$ cat config.mk
export PLATFORM = sky130hd
export DESIGN_NAME = carry_select_subtractor_seq32
export DESIGN_NICKNAME = d
export VERILOG_FILES = /design/src/rtl/carry_select_subtractor_seq32.sv
export SDC_FILE = /design/constraint.sdc
export NUM_CORES = 1
export LEC_CHECK = 0
export ABC_AREA = 1
export CORE_ASPECT_RATIO = 0.5
export CORE_MARGIN = 3
export CORE_UTILIZATION = 52
export CTS_BUF_LIST = sky130_fd_sc_hd__clkbuf_8
export DETAILED_ROUTE_END_ITERATION = 8
export GPL_TIMING_DRIVEN = 1
export PLACE_DENSITY = 0.77
export SKIP_LAST_GASP = 1
export SLEW_MARGIN = 20
export SYNTH_ARGS = -nofsm -noshare
export SYNTH_HDL_FRONTEND = slang
export SYNTH_SLANG_ARGS = --single-unit
$ cat constraint.sdc
create_clock -name clk -period 3.6 [get_ports clk]
set_input_delay 1.08 -clock clk [delete_from_list [all_inputs] [get_ports clk]]
set_output_delay 1.08 -clock clk [all_outputs]
set_load 0.01 [all_outputs]
$ cat src/rtl/carry_select_subtractor_seq32.sv
`default_nettype none
// ============================================================================
//  Module      : carry_select_subtractor_seq32
//  Description : Sequential 32-bit subtractor (a - b). The operands are
//                latched on start and processed one 8-bit slice per cycle,
//                LSB slice first. Each slice precomputes a_i + ~b_i for both
//                carry-in values and selects with the registered carry.
//                Latency: start sampled at edge k, done during the cycle
//                after edge k+4.
//  Revision    : 1.0 - initial release
// ============================================================================
module carry_select_subtractor_seq32 (
  input  logic        clk,
  input  logic        rst,
  input  logic        start,
  input  logic [31:0] a,
  input  logic [31:0] b,
  output logic [31:0] diff,
  output logic        borrow,
  output logic        ovf,
  output logic        busy,
  output logic        done
);

  typedef enum logic [1:0] {
    S_IDLE = 2'd0,
    S_CALC = 2'd1,
    S_DONE = 2'd2
  } state_t;

  localparam logic [1:0] c_LAST_SLICE = 2'd3;

  state_t      r_state;
  state_t      w_state_nxt;
  logic [1:0]  r_cnt;
  logic        r_carry;
  logic [31:0] r_a;
  logic [31:0] r_b;

  logic [7:0]  w_a_sl;
  logic [7:0]  w_b_sl;
  logic [8:0]  w_sum0;
  logic [8:0]  w_sum1;
  logic [8:0]  w_sel;

  // Current slice operands: {r_cnt, 3'b000} is the slice's base bit index.
  assign w_a_sl = r_a[{r_cnt, 3'b000} +: 8];
  assign w_b_sl = r_b[{r_cnt, 3'b000} +: 8];

  // Both carry-in candidates are formed in parallel; the registered carry
  // only drives the final select, which is the carry-select structure.
  assign w_sum0 = {1'b0, w_a_sl} + {1'b0, ~w_b_sl};
  assign w_sum1 = {1'b0, w_a_sl} + {1'b0, ~w_b_sl} + 9'd1;
  assign w_sel  = r_carry ? w_sum1 : w_sum0;

  // State register.
  always_ff @(posedge clk) begin
    if (rst) begin
      r_state <= S_IDLE;
    end else begin
      r_state <= w_state_nxt;
    end
  end

  // Next-state and status outputs; start is only honoured in IDLE.
  always_comb begin
    w_state_nxt = r_state;
    busy        = 1'b0;
    done        = 1'b0;
    case (r_state)
      S_IDLE: begin
        if (start) begin
          w_state_nxt = S_CALC;
        end
      end
      S_CALC: begin
        busy = 1'b1;
        if (r_cnt == c_LAST_SLICE) begin
          w_state_nxt = S_DONE;
        end
      end
      S_DONE: begin
        done        = 1'b1;
        w_state_nxt = S_IDLE;
      end
      default: begin
        w_state_nxt = S_IDLE;
      end
    endcase
  end

  // Datapath: operand latch on accept, one slice per CALC cycle, flags on
  // the last slice. Results are left untouched outside CALC so they hold.
  always_ff @(posedge clk) begin
    if (rst) begin
      r_a     <= 32'd0;
      r_b     <= 32'd0;
      r_cnt   <= 2'd0;
      r_carry <= 1'b0;
      diff    <= 32'd0;
      borrow  <= 1'b0;
      ovf     <= 1'b0;
    end else begin
      case (r_state)
        S_IDLE: begin
          if (start) begin
            r_a     <= a;
            r_b     <= b;
            r_cnt   <= 2'd0;
            r_carry <= 1'b1;
          end
        end
        S_CALC: begin
          diff[{r_cnt, 3'b000} +: 8] <= w_sel[7:0];
          r_carry <= w_sel[8];
          r_cnt   <= r_cnt + 2'd1;
          if (r_cnt == c_LAST_SLICE) begin
            // A missing carry out of the MSB slice means a < b unsigned.
            borrow <= ~w_sel[8];
            ovf    <= (r_a[31] != r_b[31]) && (w_sel[7] != r_a[31]);
          end
        end
        default: begin
        end
      endcase
    end
  end

endmodule
`default_nettype wire

==> metrics.md <==
| Metric | Value |
|---|---|
| Status | finished, final reports clean |
| Clock root buffer | clkbuf_8 |
| Clock sinks | 103 |
| Cell taking the most area after synthesis | dfxtp_1 |
| First-pass GRT wire length | 19900 um |
| Actual transition at the worst max-transition pin | 0.627 ns |
| Initial antenna violation count | 0 |
| WP data arrival | 3.47 ns |
| Reg area | 2060 um2 |
| Post-route insts no fill | 881 |
| Final hold viol count | 0 |
| Worst setup SP type | flip-flop |
| Max Cap Viol | 0 |
| Setup Fix Bufs, Post-CTS | 0 |
| Antenna Nets Post-Route | 0 |
| Syn Area/Cell | 7.17 um2 |
| Final slew viol count | 0 |
| Tcrit/Tclk final | 0.879 |
| CP cell instances | inv_1 -> nand2_1 -> a32o_1 -> ha_1 -> inv_1 -> fa_1 -> inv_1 -> ha_1 -> inv_1 -> nor3_4 -> nand3_2 -> o21ai_2 -> nand2_1 -> nor2_2 -> nand3_1 -> a21oi_2 |
| Gate Count Post-Synth | 671 |
| # diodes | 0 |
| DRT Wirelength | 12100 um |
| Largest net degree at the start of global routing | 67 |
| Hold buffers post-CTS | 0 |
| Leak | 2.43 nW |
| Area growth, synth to finish | 27.4% |
| Num ports | 103 |
| Worst setup margin | 0.434 ns |
| Synthesized area | 4810 um2 |
| Die span in x | 142 um |
| Fraction of registers with async set or reset after synthesis | 0 |
| Pwr Density | 466 nW/um2 |
| CTS tree | done |
| # resized after CTS | 0 |
| Inserted Clock Buffers | 9 |
| Util after Layout | 0.692 |
| Setup tns final | 0 ns |
| Clock latency on the worst-skew pair | 0.37 ns |
| Compound-Gate Fraction of Synth Area | 0.177 |
| Slew HR | 0.582 |
| Crit path kind | flip-flop to flip-flop |
| Max Fclk | 316 MHz |
| Setup violations, final | 0 |
| Die area | 10500 um2 |
| Post-synth cell types | 35 |
| Vias per std cell | 5.21 |
| Sequential-to-total area share from yosys stat | 0.429 |
| Routability cong. | 0.895 |
| Global route overflow | 0 |
| DP HPWL | 9140 um |
| Post-Synth Simple-Gate Area | 0.287 |
| Crit-path max FO | 21 |
| Hold_ws | 0.467 ns |
| Post-synthesis xor/xnor area fraction | 0.00702 |
| H-tree lvl count | 3 |
| Initial DRC count | 270 |
| Tightest Hold Check Type | flip-flop to flip-flop |
| Multiplexer area fraction after synthesis | 0 |
| Tot GR Track Use | 0.240 |
| EDFF count, synth | 0 |
| Clock Skew | 0.00954 ns |
| Post-Syn Nets | 754 |
| Clk buf depth | 2 |
| DP Worst Slack | 0.485 ns |
| Largest cells by area after synthesis | dfxtp_1, nor2_1, nand2_1, o21ai_0, a21oi_1 |
| Vias in the first global route | 4107 |
| Vias post-DR | 4587 |
| Post-synth top flop | dfxtp_1 |
| Adder-cell area share of the yosys netlist | 0.0432 |
| Cell Area, Placed | 5910 um2 |
| WL/cell | 13.8 um |
| Starting Density | 0.543 |
| Share of layout cells above drive strength 1 | 0.0785 |
| Worst Path Required | 3.91 ns |
| Post-route cell area | 6130 um2 |
| Multi-input gate area | 2470 um2 |
| Count leader, synth | nor2_1 |
| DRC | 0 |
| Fill count | 788 |
| Final period demand of the worst path | 3.17 ns |
| Post-synth top cells | nor2_1, nand2_1, dfxtp_1, o21ai_0, a21oi_1 |
| Core area | 8860 um2 |
| Worst path max stage delay | 0.48 ns |
| Detailed Routing Iterations Pass 1 | 5 |
| Ys Warns | 0 |
| Worst vdd ir | 0.213 mV |
| Main combinational cell family by area after synthesis | simple AND/OR/NAND/NOR gates |
| Post-synth top area share | 0.429 |
| Critical path endpoint category | flip-flop |
| Total power | 2.85 mW |
| RSZ-0062 raised after global routing | false |
| Height of the chip | 74.0 um |
| Rows | 24 |
| NumNets Final | 842 |
| Clock slew at the register clock pins of the worst setup and hold paths | 0.10 ns |
| Synthesized flop and latch total | 103 |
| Post-Place Cells | 865 |
| Slowest cell on crit path | fa_1 |
| Port bufs | 102 |
| Crit-path most repeated cell | inv_1 |
==> final cells by class <==
type                       instances  area share
clock buffer                      11      0.0247
sequential                       103       0.336
inverter                          37      0.0227
tap                              117      0.0239
multi-input combinational        496       0.403
clock inverter                     5      0.0104
timing repair buffer             112       0.179
==> logic make-up after synthesis <==
kind of cell | Yosys count
buffers and inverters | 72
adders and majority gates | 16
and+or+nand+nor | 325
AOI/OAI and AO/OA | 152
xor gates and xnor gates | 3
DFF | 103
==> per-layer routing <==
layer  share of wire  routed length [um]  track usage  vias to the layer above
met1            0.49                5990        0.334                     2056
met4           0.014                 167       0.0628                        0
met3           0.062                 756       0.0636                       18
met5               0                   0            0                        -
met2            0.43                5240        0.374                      144
li1                -                   -            -                     2369
==> where the power goes <==
group	internal [mW]	total [mW]	switching [mW]	leakage (nW)
sequential	1.21	1.26	0.0456	0.846
combinational	0.315	0.834	0.519	1.47
clock	0.366	0.761	0.395	0.107
total	1.89	2.85	0.960	2.43
==> sequential cells by signal, summed over array words and instances, names as in the netlist <==
name     cells
r_b         32
r_carry      1
diff        32
r_cnt        2
ovf          1
borrow       1
r_a         32
r_state      2
==> final timing paths <==
| path | start | to | slack (ns) | depth (start not counted) |
|---|---|---|---|---|
| worst max-delay path | r_cnt[0] | diff[14] | 0.43 | 16 |
| worst min-delay path | diff[0] | diff[0] | 0.47 | 2 |
| worst max register to register | r_cnt[0] | diff[14] | 0.43 | 16 |
| worst min register to register | diff[0] | diff[0] | 0.47 | 2 |
==> placed cells by master (no fill, tap or decap), types with 11 or more instances in the layout <==
cell type	instances
ha_1	15
nand3_1	25
o21ai_0	81
clkdlybuf4s50_1	102
dfxtp_1	103
nand2_1	113
inv_1	31
a21oi_1	43
nor2_1	159
clkbuf_8	11
==> worst max-delay path, delay by kind of cell (launching register included) <==
family	cells	cell delay [ns]
buffers and inverters	4	0.64
adders and majority gates	3	0.82
and+or+nand+nor	6	0.77
AOI/OAI and AO/OA	3	0.54
DFF	1	0.32
(Power assumes the default switching activity.)
